### config.mk
export PLATFORM = sky130hd
export DESIGN_NAME = game_ctrl
export DESIGN_NICKNAME = d
export VERILOG_FILES = /design/src/rtl/game_ctrl.sv
export SDC_FILE = /design/constraint.sdc
export NUM_CORES = 1
export LEC_CHECK = 0
export BUFFER_PORTS_ARGS = -buffer_cell sky130_fd_sc_hd__buf_2
export CAP_MARGIN = 15
export CORE_MARGIN = 2
export CORE_UTILIZATION = 55
export CTS_BUF_LIST = sky130_fd_sc_hd__clkbuf_4 sky130_fd_sc_hd__clkbuf_8
export CTS_CLUSTER_SIZE = 30
export DETAILED_ROUTE_END_ITERATION = 10
export GPL_TIMING_DRIVEN = 0
export HOLD_SLACK_MARGIN = 0.1
export PLACE_DENSITY = 0.78
export RECOVER_POWER = 25
export SLEW_MARGIN = 20
export SYNTH_ARGS = -nofsm -noshare
export SYNTH_HDL_FRONTEND = slang
export SYNTH_SLANG_ARGS = --single-unit
### constraint.sdc
create_clock -name clk -period 2.2 [get_ports clk]
set_clock_uncertainty 0.05 [all_clocks]
set_input_delay 0.33 -clock clk [delete_from_list [all_inputs] [get_ports clk]]
set_output_delay 0.33 -clock clk [all_outputs]
set_load 0.03 [all_outputs]
### src/rtl/game_ctrl.sv
// Turn controller for a card-matching game: debounced-free button pulse generation plus a
// select/check/move FSM that drives compare (A), move (D) and turn-advance strobes.
module game_ctrl #(
  parameter int unsigned SYNC_STAGES = 2,
  parameter int unsigned TIMEOUT_CYC = 50_000_000
) (
  input  logic       clk,
  input  logic       rst,
  input  logic       start_btn,
  input  logic       flip_btn,
  input  logic [3:0] card_sw,
  input  logic [2:0] n_sw,
  input  logic       go,
  input  logic       W,
  output logic [3:0] position_data,
  output logic [2:0] N,
  output logic       A,
  output logic       D,
  output logic       statecombo_next_turn,
  output logic [2:0] state,
  output logic       game_over
);

  localparam int unsigned TW = $clog2(TIMEOUT_CYC);
  localparam logic [TW-1:0] TimeoutLast = TW'(TIMEOUT_CYC - 1);

  typedef enum logic [2:0] {
    StIdle   = 3'd0,
    StSelect = 3'd1,
    StCheck  = 3'd2,
    StEval   = 3'd3,
    StMove   = 3'd4,
    StWinchk = 3'd5,
    StNext   = 3'd6,
    StOver   = 3'd7
  } state_e;

  // Reset asserts asynchronously but is released on a clock edge.
  logic [1:0] rst_sync_q;
  logic       rst_int_n;

  always_ff @(posedge clk or negedge rst) begin
    if (!rst) rst_sync_q <= '0;
    else      rst_sync_q <= {rst_sync_q[0], 1'b1};
  end
  assign rst_int_n = rst_sync_q[1];

  logic [SYNC_STAGES-1:0] start_sync_q, flip_sync_q;
  logic [SYNC_STAGES:0]   arm_q;
  logic                   start_prev_q, flip_prev_q, start_p_q, flip_p_q;

  // arm_q masks edges until the synchronizers hold real button levels, so a button held
  // across reset release is not mistaken for a press.
  always_ff @(posedge clk or negedge rst_int_n) begin
    if (!rst_int_n) begin
      start_sync_q <= '0;
      flip_sync_q  <= '0;
      arm_q        <= '0;
      start_prev_q <= 1'b0;
      flip_prev_q  <= 1'b0;
      start_p_q    <= 1'b0;
      flip_p_q     <= 1'b0;
    end else begin
      start_sync_q <= {start_sync_q[SYNC_STAGES-2:0], start_btn};
      flip_sync_q  <= {flip_sync_q[SYNC_STAGES-2:0], flip_btn};
      arm_q        <= {arm_q[SYNC_STAGES-1:0], 1'b1};
      start_prev_q <= start_sync_q[SYNC_STAGES-1];
      flip_prev_q  <= flip_sync_q[SYNC_STAGES-1];
      start_p_q    <= arm_q[SYNC_STAGES] & start_sync_q[SYNC_STAGES-1] & ~start_prev_q;
      flip_p_q     <= arm_q[SYNC_STAGES] & flip_sync_q[SYNC_STAGES-1] & ~flip_prev_q;
    end
  end

  state_e        state_q, state_d;
  logic [TW-1:0] timer_q, timer_d;
  logic [3:0]    pos_q, pos_d;
  logic [2:0]    n_q, n_d;
  logic          a_q, a_d, d_q, d_d, nt_q, nt_d, over_q, over_d;

  always_ff @(posedge clk or negedge rst_int_n) begin
    if (!rst_int_n) begin
      state_q <= StIdle;
      timer_q <= '0;
      pos_q   <= 4'd0;
      n_q     <= 3'd2;
      a_q     <= 1'b0;
      d_q     <= 1'b0;
      nt_q    <= 1'b0;
      over_q  <= 1'b0;
    end else begin
      state_q <= state_d;
      timer_q <= timer_d;
      pos_q   <= pos_d;
      n_q     <= n_d;
      a_q     <= a_d;
      d_q     <= d_d;
      nt_q    <= nt_d;
      over_q  <= over_d;
    end
  end

  always_comb begin
    state_d = state_q;
    case (state_q)
      StIdle:   if (start_p_q) state_d = StSelect;
      StSelect: begin
        if (flip_p_q)                   state_d = StCheck;
        else if (timer_q == TimeoutLast) state_d = StNext;
      end
      StCheck:  state_d = StEval;
      StEval:   state_d = go ? StMove : StNext;
      StMove:   state_d = StWinchk;
      StWinchk: state_d = W ? StOver : StSelect;
      StNext:   state_d = StSelect;
      StOver:   if (start_p_q) state_d = StIdle;
      default:  state_d = StIdle;
    endcase
  end

  // Strobes are decoded from the next state and registered, so they align with state.
  always_comb begin
    a_d     = (state_d == StCheck);
    d_d     = (state_d == StMove);
    nt_d    = (state_d == StNext);
    over_d  = (state_d == StOver);
    timer_d = (state_q == StSelect && state_d == StSelect) ? timer_q + 1'b1 : '0;
    pos_d   = pos_q;
    n_d     = n_q;
    if (state_q == StSelect && state_d == StCheck) pos_d = card_sw;
    if (state_q == StIdle && state_d == StSelect) begin
      if (n_sw < 3'd2)      n_d = 3'd2;
      else if (n_sw > 3'd4) n_d = 3'd4;
      else                  n_d = n_sw;
    end
  end

  assign position_data        = pos_q;
  assign N                    = n_q;
  assign A                    = a_q;
  assign D                    = d_q;
  assign statecombo_next_turn = nt_q;
  assign state                = state_q;
  assign game_over            = over_q;

endmodule

-- After elaboration in Yosys (flattened, before gate mapping)
Index checks and enable logic that the tools add are counted.
- reductions and logical operators: 4
- $lt $le $gt $ge: 2
- multiplexer cells: 10
- bitwise gates (word level): 6
- $add $sub $neg: 1
- equal/unequal tests: 13
- operators with widths (cell ; count):
    26-bit by 1-bit adder with 26-bit output, second input constant ; 1
    26-bit == test, second input constant ; 1
    26-bit two-way mux ; 1
    3-bit one-hot mux with 8 select lines ; 1
    3-bit == test, second input constant ; 7
    3-bit two-way mux ; 7
    3-bit by 2-bit == test with 1-bit output, second input constant ; 3
    3-bit by 1-bit == test with 1-bit output, second input constant ; 2
    1-bit bitwise AND ; 4
    3-bit > comparator, second input constant ; 1
    1-bit logical AND ; 3
    3-bit logical NOT ; 1
    3-bit by 2-bit < comparator with 1-bit output, second input constant ; 1
    2-bit two-way mux ; 1
    1-bit NOT ; 2
- output and inout bits: 14
- flip-flop bits (word level): 53
- logic and storage cells: 52

-- Depth between registers and ports, before layout
Gate-level depths: netlist (run 1).
- word-level depth: 7
- depth in mapped cells: 7
- mapped depth without buffers: 5

-- Worst setup path before layout (run 1)
No wires, ideal clock.
- kind: register -> register
- start point: register timer_q[0]
- end point: register timer_q[2]
- data required time: 2.014 ns
- clock period less this slack: 1.944 ns
- arrival time: 1.758 ns
- path slack: 0.256 ns
- cell stages (with the launch flop): 8
- cell sequence: dfrtp_1 ha_1 and4_2 buf_2 nand2_1 nor3_2 clkbuf_1 nor3_1
- longest elaborated chain between the ends: 7
- elaborated cells between the ends (all ways): 8
- those cells by class: add/sub (1); eq/ne (2); mux (4); reduce/logical (1)
- RTL lines (element ; RTL line ; RTL):
    start: declaration ; 75 ; logic [TW-1:0] timer_q, timer_d;
    start signal: assignment ; 92 ; timer_q <= timer_d;
    26-bit == test ; 108 ; else if (timer_q == TimeoutLast) state_d = StNext;
    3-bit two-way mux ; 108 ;
    3-bit two-way mux ; 107 ; if (flip_p_q) state_d = StCheck;
    3-bit one-hot mux with 8 select lines ; 104 ; case (state_q)
    3-bit by 1-bit == test with 1-bit output ; 126 ; timer_d = (state_q == StSelect && state_d == StSelect) ? timer_q + 1'b1 : '0;
    1-bit logical AND ; 126 ;
    26-bit two-way mux (*) ; 126 ;
    net timer_d[2] ; 75 ;
The timed path passes the listed nets; every way through them passes the cells marked *.
A chain may end at the register's enable or synchronous reset.

-- Final worst setup path (run 1)
- start point: register timer_q[2]
- end point: register timer_q[25]
The elaborated chain is that of the path after synthesis.

==> summary.md, run 1 <==
| Metric | Value |
|---|---|
| Crit path capture type | `register` |
| Global-route met3 utilization | `4.65%` |
| Routed WL per cell | `roughly 15 um` |
| Status | `completed` |
| Row cnt | `23` |
| Synth Register Bits | `53` |
| Total Routed Length | `4490 um` |
| Reg2reg end | `timer_q[25]$_DFF_PN0_` |
| Initial Util | `58.0%` |
| R2R Setup Slk | `0.08 ns` |
| Ports | `27` |
| Worst Path Max Fanout | `7` |
| Die H | `69.4 um` |
| DRC Markers | `0` |
| Clk_lat worst skew | `roughly 0.31 ns` |
| DP HPWL | `3010 um` |
| FF-to-FF path depth | `4` |
| Final Util | `between 60% and 70%` |
| CTS Sinks | `53` |
| Worst ir drop on vdd | `0.481 mV` |
| Netlist cell types | `40` |
| Layout Nets | `271` |
| Most frequent cells after synthesis | `dfrtp_1 (52), nand2_1 (14), nor3_1 (13), nand3_1 (12), a211oi_1 (11)` |
| Number of synthesized flops with an enable pin | `0` |
| Tot Pwr | `about 2.5 mW` |
| Vias per cell | `5.97` |
| CTS Buf Count | `5` |
| Synthesized instance count | `215` |
| Root Buffer | `clkbuf_8` |
| Fin Hold WS | `0.152 ns` |
| Pin count of the biggest net entering global routing | `29` |
| Filler cells | `312` |
| Max-cap violations | `0` |
| Yosys warnings | `0` |
| Final setup slack of the worst path | `slightly below 0.08 ns` |
| Max-slew headroom | `35.8%` |
| Clock transition at path regs | `approximately 0.1 ns` |
| Worst path required time | `2.36 ns` |
| Final min period | `2.12 ns` |
| Setup crit end | `timer_q[25]$_DFF_PN0_` |
| Post-synth ARST share | `between 90% and 100%` |
| Clock buffer depth | `2` |
| Pwr dens | `911 mW/mm2` |
| DR vias | `1838` |
| Congestion Overflow GR | `0` |
| P_leak | `1.16 nW` |
| Area grow syn2layout | `16.3%` |
| Setup Crit Path Kind | `register to register` |
| Top FF cell, synth | `dfrtp_1` |
| Worst hold-check path type | `primary input to register` |
| Worst reg2reg startpoint | `timer_q[2]$_DFF_PN0_` |
| Top-area cell type share of the netlist area | `roughly 55%` |
| Ant. Diodes | `0` |
| Synth area leaders | `dfrtp_1 (55%), a211oi_1 (3.5%), xor2_1 (3.0%)` |
| Crit start category | `register` |
| Actual slew at the worst max-slew pin | `0.964 ns` |
| Max Slew Vio Count | `0` |
| Most frequent cell after synthesis | `dfrtp_1` |
| Sequential Area | `0.00133 mm2` |
| Initial antenna violation count | `0` |
| Syn_area_per_cell | `10.9 um2` |
| Synthesized area | `between 0.002 and 0.0025 mm2` |
| Multi-input gate area | `985 um2` |
| IO buf count | `26` |
| Period utilisation layout | `96.5%` |
| Layout cells sized above 1 | `21.7%` |
| Post-synthesis sequential area ratio | `between 50 and 60%` |
| Post-synth top area cell | `dfrtp_1` |
| Die Width | `around 69 um` |
| Antenna viol nets, final | `0` |
| Detailed Routing Iterations Pass 1 | `4` |
| DRT iter0 DRCs | `89` |
| Crit path from | `timer_q[2]$_DFF_PN0_` |
| Met2 Use GR | `31.0%` |
| Die area | `0.00482 mm2` |
| GR peak layer | `met2` |
| TritonCTS clock tree | `done` |
| Routability congestion estimate | `0.793` |
| First-pass GRT wire length | `just under 8000 um` |
| Final Hold Viols | `0` |
| Worst EP arrival | `2.29 ns` |
| Dpl ws | `-0.157 ns` |
| Fmax achieved | `approximately 470 MHz` |
| Final TNS setup | `0 ns` |
| Met1 GRT Util | `28.4%` |
| Core ar. | `0.00406 mm2` |
| Vias in the first global route | `1656` |
| Setup violations, final | `0` |
| GRT Resource Usage Total | `around 20%` |
| H-tree depth | `2` |
==> per-stage QoR <==
step	area (um2)	cells
after floorplan	2360	216
after global placement	2550	292
after detailed placement	2570	293
after CTS	2700	304
after global routing	2740	308
final	2740	308
==> flip-flops by register name (all words and copies together) (netlist names), 2 cells and up <==
register       flops
rst_sync_q         2
state              3
position_data      4
timer_q           26
arm_q              3
start_sync_q       2
flip_sync_q        2
N                  3
==> power breakdown <==
group / leakage, nW / switching, mW / internal, mW
logic: 0.422 / 0.486 / 0.243
clock network: 0.0490 / 0.308 / 0.240
registers: 0.690 / 0.107 / 1.11
total: 1.16 / 0.901 / 1.59
==> worst max-delay path, cell delays in order, from the launching register on <==
cell and delay, ns:
dfrtp_1 0.49, nand4_2 0.17, or4_4 0.56, or4_1 0.50, a211oi_1 0.27
==> metal layers <==
layer | routed length (um) | share of wire [%] | up-vias
li1 | - | - | 887
met1 | 2100 | 47 | 900
met2 | 2160 | 48 | 45
met3 | 177 | 3.9 | 6
met4 | 50 | 1.1 | 0
met5 | 0 | 0 | -
==> timing repair <==
item / 4_1_cts / 5_1_grt
endpoints found under the setup margin: 20 / 22
gates resized for setup: 3 / 4
hold buffers: 3 / 0
hold endpoints to repair: 4 / 0
setup buffers: 0 / 5
pin swaps: 0 / 2
==> how the worst min path moves through the flow <==
stage,start,endpoint,slack (ns),cells past startpoint
after floorplan,rst,rst_sync_q[0]$_DFF_PN0_,-0.02,0
after global placement,rst,rst_sync_q[1]$_DFF_PN0_,0.07,1
after detailed placement,rst,rst_sync_q[0]$_DFF_PN0_,0.07,1
after CTS,n_sw[2],N[1]$_DFFE_PN1P_,0.15,2
after global routing,n_sw[2],N[1]$_DFFE_PN1P_,0.15,2
final,n_sw[2],N[1]$_DFFE_PN1P_,0.15,2
==> layout make-up <==
| cell class | count | share of cell area, % |
|---|---|---|
| Buffer | 8 | 1.42 |
| Clock buffer | 6 | 2.79 |
| Clock inverter | 2 | 0.503 |
| Inverter | 4 | 0.549 |
| Multi-Input combinational cell | 150 | 36.0 |
| Sequential cell | 53 | 48.5 |
| Tap cell | 50 | 2.29 |
| Timing Repair Buffer | 35 | 7.91 |
==> logic make-up (layout without fill, tap and decap cells) <==
logic type	after synthesis	in the layout	share of synthesized area, %
flops	53	53	56.4
buf+inv	13	55	2.13
xor+xnor	13	13	4.84
other cells	1	2	0.159
simple gates	93	93	23.1
fa+ha+maj	1	1	0.532
compound gates	36	36	10.4
mux	5	5	2.39
==> placed cells by master, fill, tap and decap left out, types with 6 or more instances in the layout <==
| cell type | instances |
|---|---|
| or4_1 | 6 |
| nor3_1 | 13 |
| nand3_1 | 12 |
| o31ai_1 | 7 |
| clkbuf_1 | 6 |
| a211oi_1 | 11 |
| nand2_1 | 14 |
| o21ai_0 | 8 |
| dfrtp_1 | 52 |
| buf_2 | 26 |
| nor2_1 | 8 |
| nand4_1 | 9 |
| xor2_1 | 8 |
Power figures use the tool's default switching activity.
==> run 2, diff against run 1 <==
CORE_UTILIZATION = 26   (was 55)
PLACE_DENSITY = 0.44   (was 0.78)
==> summary.md, run 2 (synthesized netlist as in run 1, its figures left out) <==
| Metric | Value |
|---|---|
| Status | `completed` |
| Met2 Use GR | `around 16%` |
| Setup violations, final | `0` |
| Routed WL per cell | `13.4 um` |
| DRT iter0 DRCs | `48` |
| Final Util | `32.2%` |
| Routability congestion estimate | `about 0.76` |
| DR vias | `1765` |
| CTS Sinks | `53` |
| GRT Resource Usage Total | `10.7%` |
| Reg2reg end | `timer_q[25]$_DFF_PN0_` |
| Commonest non-fill, non-tap cell in the layout | `dfrtp_1` |
| Layout Nets | `271` |
| FF-to-FF path depth | `4` |
| CP peak stage delay | `about 0.56 ns` |
| Finished Layout Cells | `around 370` |
| H-tree depth | `2` |
| Highest-count cells in the layout ignoring fill and taps | `dfrtp_1 (51), buf_2 (27), nand2_1 (14)` |
| Worst reg2reg startpoint | `timer_q[3]$_DFF_PN0_` |
| Ant. Diodes | `0` |
| Clock transition at path regs | `0.11 ns` |
| Antenna viol nets, final | `0` |
| R2R Setup Slk | `roughly 0.13 ns` |
| Met1 GRT Util | `15.1%` |
| Global-route met3 utilization | `2.18%` |
| Die Width | `about 99 um` |
| Final min period | `2.07 ns` |
| Die area | `0.00982 mm2` |
| Area grow syn2layout | `19.9%` |
| DRC Markers | `0` |
| Critical path, cell by cell | `nand4_2 -> or4_4 -> or4_1 -> a211oi_1` |
| Worst hold-check path type | `primary input to register` |
| Ports | `27` |
| Setup Crit Path Kind | `register to register` |
| DP HPWL | `3310 um` |
| Initial Util | `between 20% and 30%` |
| Kind of cell adding the most delay to the critical path | `simple AND/OR/NAND/NOR gates` |
| Final Hold Viols | `0` |
| Hold Path End | `N[1]$_DFFE_PN1P_` |
| Crit path capture type | `register` |
| CP bufs+invs | `0` |
| Worst path required time | `about 2.4 ns` |
| Actual slew at the worst max-slew pin | `1.11 ns` |
| Die H | `99.1 um` |
| TritonCTS clock tree | `done` |
| Fmax achieved | `approximately 480 MHz` |
| Origin of the worst min-delay path | `n_sw[2]` |
| Vias per cell | `4.82` |
| Congestion Overflow GR | `0` |
| Max-cap violations | `0` |
| Pin count of the biggest net entering global routing | `52` |
| First-pass GRT wire length | `~8500 um` |
| Tot Pwr | `between 2 and 3 mW` |
| Worst hold stages | `2` |
| Total Routed Length | `4900 um` |
| Clk_lat worst skew | `0.31 ns` |
| Worst Path Max Fanout | `6` |
| Crit start category | `register` |
| Final TNS setup | `0 ns` |
| Root Buffer | `clkbuf_8` |
| Detailed Routing Iterations Pass 1 | `4` |
| Worst EP arrival | `2.24 ns` |
| CTS Buf Count | `5` |
| Max FFs per register | `26` |
| Cells after DPL | `350` |
| Most flops, register | `timer_q` |
| Period utilisation layout | `between 90% and 100%` |
| Initial antenna violation count | `0` |
| Max-slew headroom | `25.9%` |
| Core ar. | `0.00876 mm2` |
| Row cnt | `34` |
| P_leak | `1.16 nW` |
| Worst ir drop on vdd | `0.337 mV` |
| Layout cells sized above 1 | `22.5%` |
| Clock buffer depth | `2` |
| RSZ-0062 raised after global routing | `no` |
| Slowest-stage cell, CP | `or4_4` |
| Max Slew Vio Count | `0` |
| Pwr dens | `between 900 and 1000 mW/mm2` |
| GR peak layer | `met2` |
| Vias in the first global route | `1722` |
| IO buf count | `26` |
[run 2: how the worst max path moves through the flow]
stage,startpoint,endpoint,slack (ns),cells past startpoint
after floorplan,timer_q[0]$_DFF_PN0_,timer_q[2]$_DFF_PN0_,0.26,7
after global placement,timer_q[0]$_DFF_PN0_,timer_q[5]$_DFF_PN0_,-0.30,7
after detailed placement,timer_q[0]$_DFF_PN0_,timer_q[5]$_DFF_PN0_,-0.28,7
after CTS,timer_q[0]$_DFF_PN0_,timer_q[18]$_DFF_PN0_,0.006,6
after global routing,timer_q[0]$_DFF_PN0_,timer_q[4]$_DFF_PN0_,0.002,7
final,timer_q[3]$_DFF_PN0_,timer_q[25]$_DFF_PN0_,0.13,4
[run 2: repair_timing]
| action | in CTS | in global routing |
|---|---|---|
| setup buffers | 2 | 4 |
| hold buffers | 3 | 0 |
| setup endpoints to repair | 21 | 22 |
| endpoints found under the hold margin | 4 | 0 |
| resized for setup | 3 | 4 |
| pin swaps | 2 | 1 |
[run 2: routing by layer]
| metal | share of wire, % | wire [um] |
|---|---|---|
| met1 | 50 | 2430 |
| met2 | 46 | 2250 |
| met3 | 2.7 | 134 |
| met4 | 1.6 | 77 |
| met5 | 0 | 0 |
[run 2: cell type report]
type | count | area, um2
fillers | 921 | 5940
clock inverters | 2 | 38.8
well taps | 108 | 135
flip-flops and latches | 53 | 1330
repair buffers | 35 | 204
multi-input cells | 150 | 987
plain buffers | 8 | 36.3
inverters | 4 | 15.0
clock buffers | 6 | 76.3
[run 2: power breakdown]
group	total (mW)	switching [mW]	internal (mW)
clock	0.689	0.334	0.355
combinational	0.721	0.481	0.240
sequential	1.22	0.110	1.11
total	2.63	0.925	1.70
[run 2: through the flow]
step	cell area, um2	hold slack (ns)	worst slack [ns]
after floorplan	2360	-0.0156	0.256
after global placement	2620	0.0684	-0.302
after detailed placement	2630	0.0670	-0.277
after CTS	2790	0.133	0.00618
after global routing	2820	0.158	0.00244
final	2820	0.138	0.125
==> run 3, diff against run 2 <==
RECOVER_POWER = unset   (was 25)
REMOVE_ABC_BUFFERS = 1   (was unset)
==> summary.md, run 3 (synthesized netlist as in run 1, its figures left out) <==
| Metric | Value |
|---|---|
| Total Routed Length | `4970 um` |
| DP Area | `0.00261 mm2` |
| Pin count of the biggest net entering global routing | `52` |
| P_leak | `between 1 and 1.5 nW` |
| Crit path capture type | `register` |
| RSZ-0062 raised after global routing | `no` |
| Worst path required time | `2.36 ns` |
| Antenna viol nets, final | `0` |
| Commonest non-fill, non-tap cell in the layout | `dfrtp_1` |
| Layout cells sized above 1 | `22.7%` |
| Worst Path Max Fanout | `7` |
| Actual slew at the worst max-slew pin | `0.657 ns` |
| Worst EP arrival | `2.24 ns` |
| H-tree depth | `2` |
| Tot Pwr | `2.52 mW` |
| Crit start category | `register` |
| Clock buffer depth | `2` |
| Final Util | `a little under a third` |
| Final instance area | `0.00278 mm2` |
| First-pass GRT wire length | `8710 um` |
| Filler cells | `920` |
| Clk_lat worst skew | `0.31 ns` |
| Core ar. | `0.00876 mm2` |
| IO buf count | `26` |
| Setup crit end | `timer_q[20]$_DFF_PN0_` |
| Period utilisation layout | `~94%` |
| Finished Layout Cells | `359` |
| Setup violations, final | `0` |
| Routability congestion estimate | `approximately 0.70` |
| Max Slew Vio Count | `0` |
| DR vias | `approximately 1800` |
| Die Width | `99.1 um` |
| Final min period | `2.08 ns` |
| Ant. Diodes | `0` |
| Worst ir drop on vdd | `0.261 mV` |
| Crit path from | `timer_q[0]$_DFF_PN0_` |
| CTS Sinks | `53` |
| Layout Nets | `264` |
| Fin Hold WS | `0.146 ns` |
| Cells after DPL | `342` |
| Setup Crit Path Kind | `register to register` |
| Reg2reg end | `timer_q[20]$_DFF_PN0_` |
| R2R Setup Slk | `0.12 ns` |
| Initial antenna violation count | `0` |
| Dpl ws | `-0.158 ns` |
| Initial Util | `26.8%` |
| Area grow syn2layout | `18.3%` |
| Highest-count cells in the layout ignoring fill and taps | `dfrtp_1 (51), buf_2 (26), nand2_1 (13), nor3_1 (13), nand3_1 (12)` |
| Final TNS setup | `0 ns` |
| FF-to-FF path depth | `5` |
| Max FFs per register | `26` |
| Worst reg2reg startpoint | `timer_q[0]$_DFF_PN0_` |
| Vias per cell | `4.96` |
| Sequential Area | `0.00133 mm2` |
| Max-cap violations | `0` |
| Final setup slack of the worst path | `around 0.12 ns` |
| Fmax achieved | `between 400 and 500 MHz` |
| Die area | `0.00982 mm2` |
| Pwr dens | `906 mW/mm2` |
| DRC Markers | `0` |
| Vias in the first global route | `1730` |
| DRT iter0 DRCs | `47` |
| DP HPWL | `3230 um` |
| Worst hold-check path type | `primary input to register` |
| Multi-input gate area | `987 um2` |
| Status | `completed` |
| Root Buffer | `clkbuf_8` |
| Congestion Overflow GR | `0` |
| Clock transition at path regs | `0.11 ns` |
| Ports | `27` |
| Detailed Routing Iterations Pass 1 | `4` |
| GRT Resource Usage Total | `10.8%` |
| Routed WL per cell | `around 14 um` |
| Row cnt | `34` |
| Max-slew headroom | `a little under three fifths` |
| TritonCTS clock tree | `done` |
| Final Hold Viols | `0` |
| Die H | `99.1 um` |
| Most flops, register | `timer_q` |
| CTS Buf Count | `5` |
-- run 3: report_power, final --
part	internal, mW	switching (mW)	total, mW
combinational	0.230	0.453	0.683
clock	0.239	0.360	0.599
sequential	1.11	0.130	1.24
total	1.58	0.942	2.52
-- run 3: worst min-delay path by stage --
stage	start	to	depth (start not counted)
finish	n_sw[2]	N[1]$_DFFE_PN1P_	2
CTS	n_sw[2]	N[1]$_DFFE_PN1P_	2
global placement	rst	rst_sync_q[0]$_DFF_PN0_	1
detailed placement	rst	rst_sync_q[0]$_DFF_PN0_	1
global route	n_sw[2]	N[1]$_DFFE_PN1P_	2
floorplan	rst	rst_sync_q[0]$_DFF_PN0_	0
-- run 3: routing by layer --
layer	vias up	part of all wire [%]	global-route usage (%)	routed length, um
li1	873	-	-	-
met1	885	51	15.4	2520
met2	19	45	16.9	2260
met3	4	2.6	2.32	131
met4	0	1.1	2.85	57
met5	-	0	0	0
-- run 3: repair_timing --
item,CTS,global route
gates resized for setup,0,1
buffers inserted,3,3
pin swaps,1,1
endpoints found under the hold margin,4,0
setup endpoints to repair,11,23
hold buffers,3,0
-- run 3: final cells by class --
cell class                      instances  share of cell area [%]
Clock buffer                            5                    2.47
Timing Repair Buffer                   36                    7.78
Sequential cell                        53                    47.8
Clock inverter                          3                    1.03
Inverter                                4                   0.540
Tap cell                              108                    4.86
Multi-Input combinational cell        150                    35.5
-- run 3: critical path, stage by stage, from the launching register on --
cell      delay (ns)
dfrtp_1         0.42
ha_1            0.22
and4_2          0.33
nand4_1         0.19
or4b_1          0.50
a211oi_1        0.25
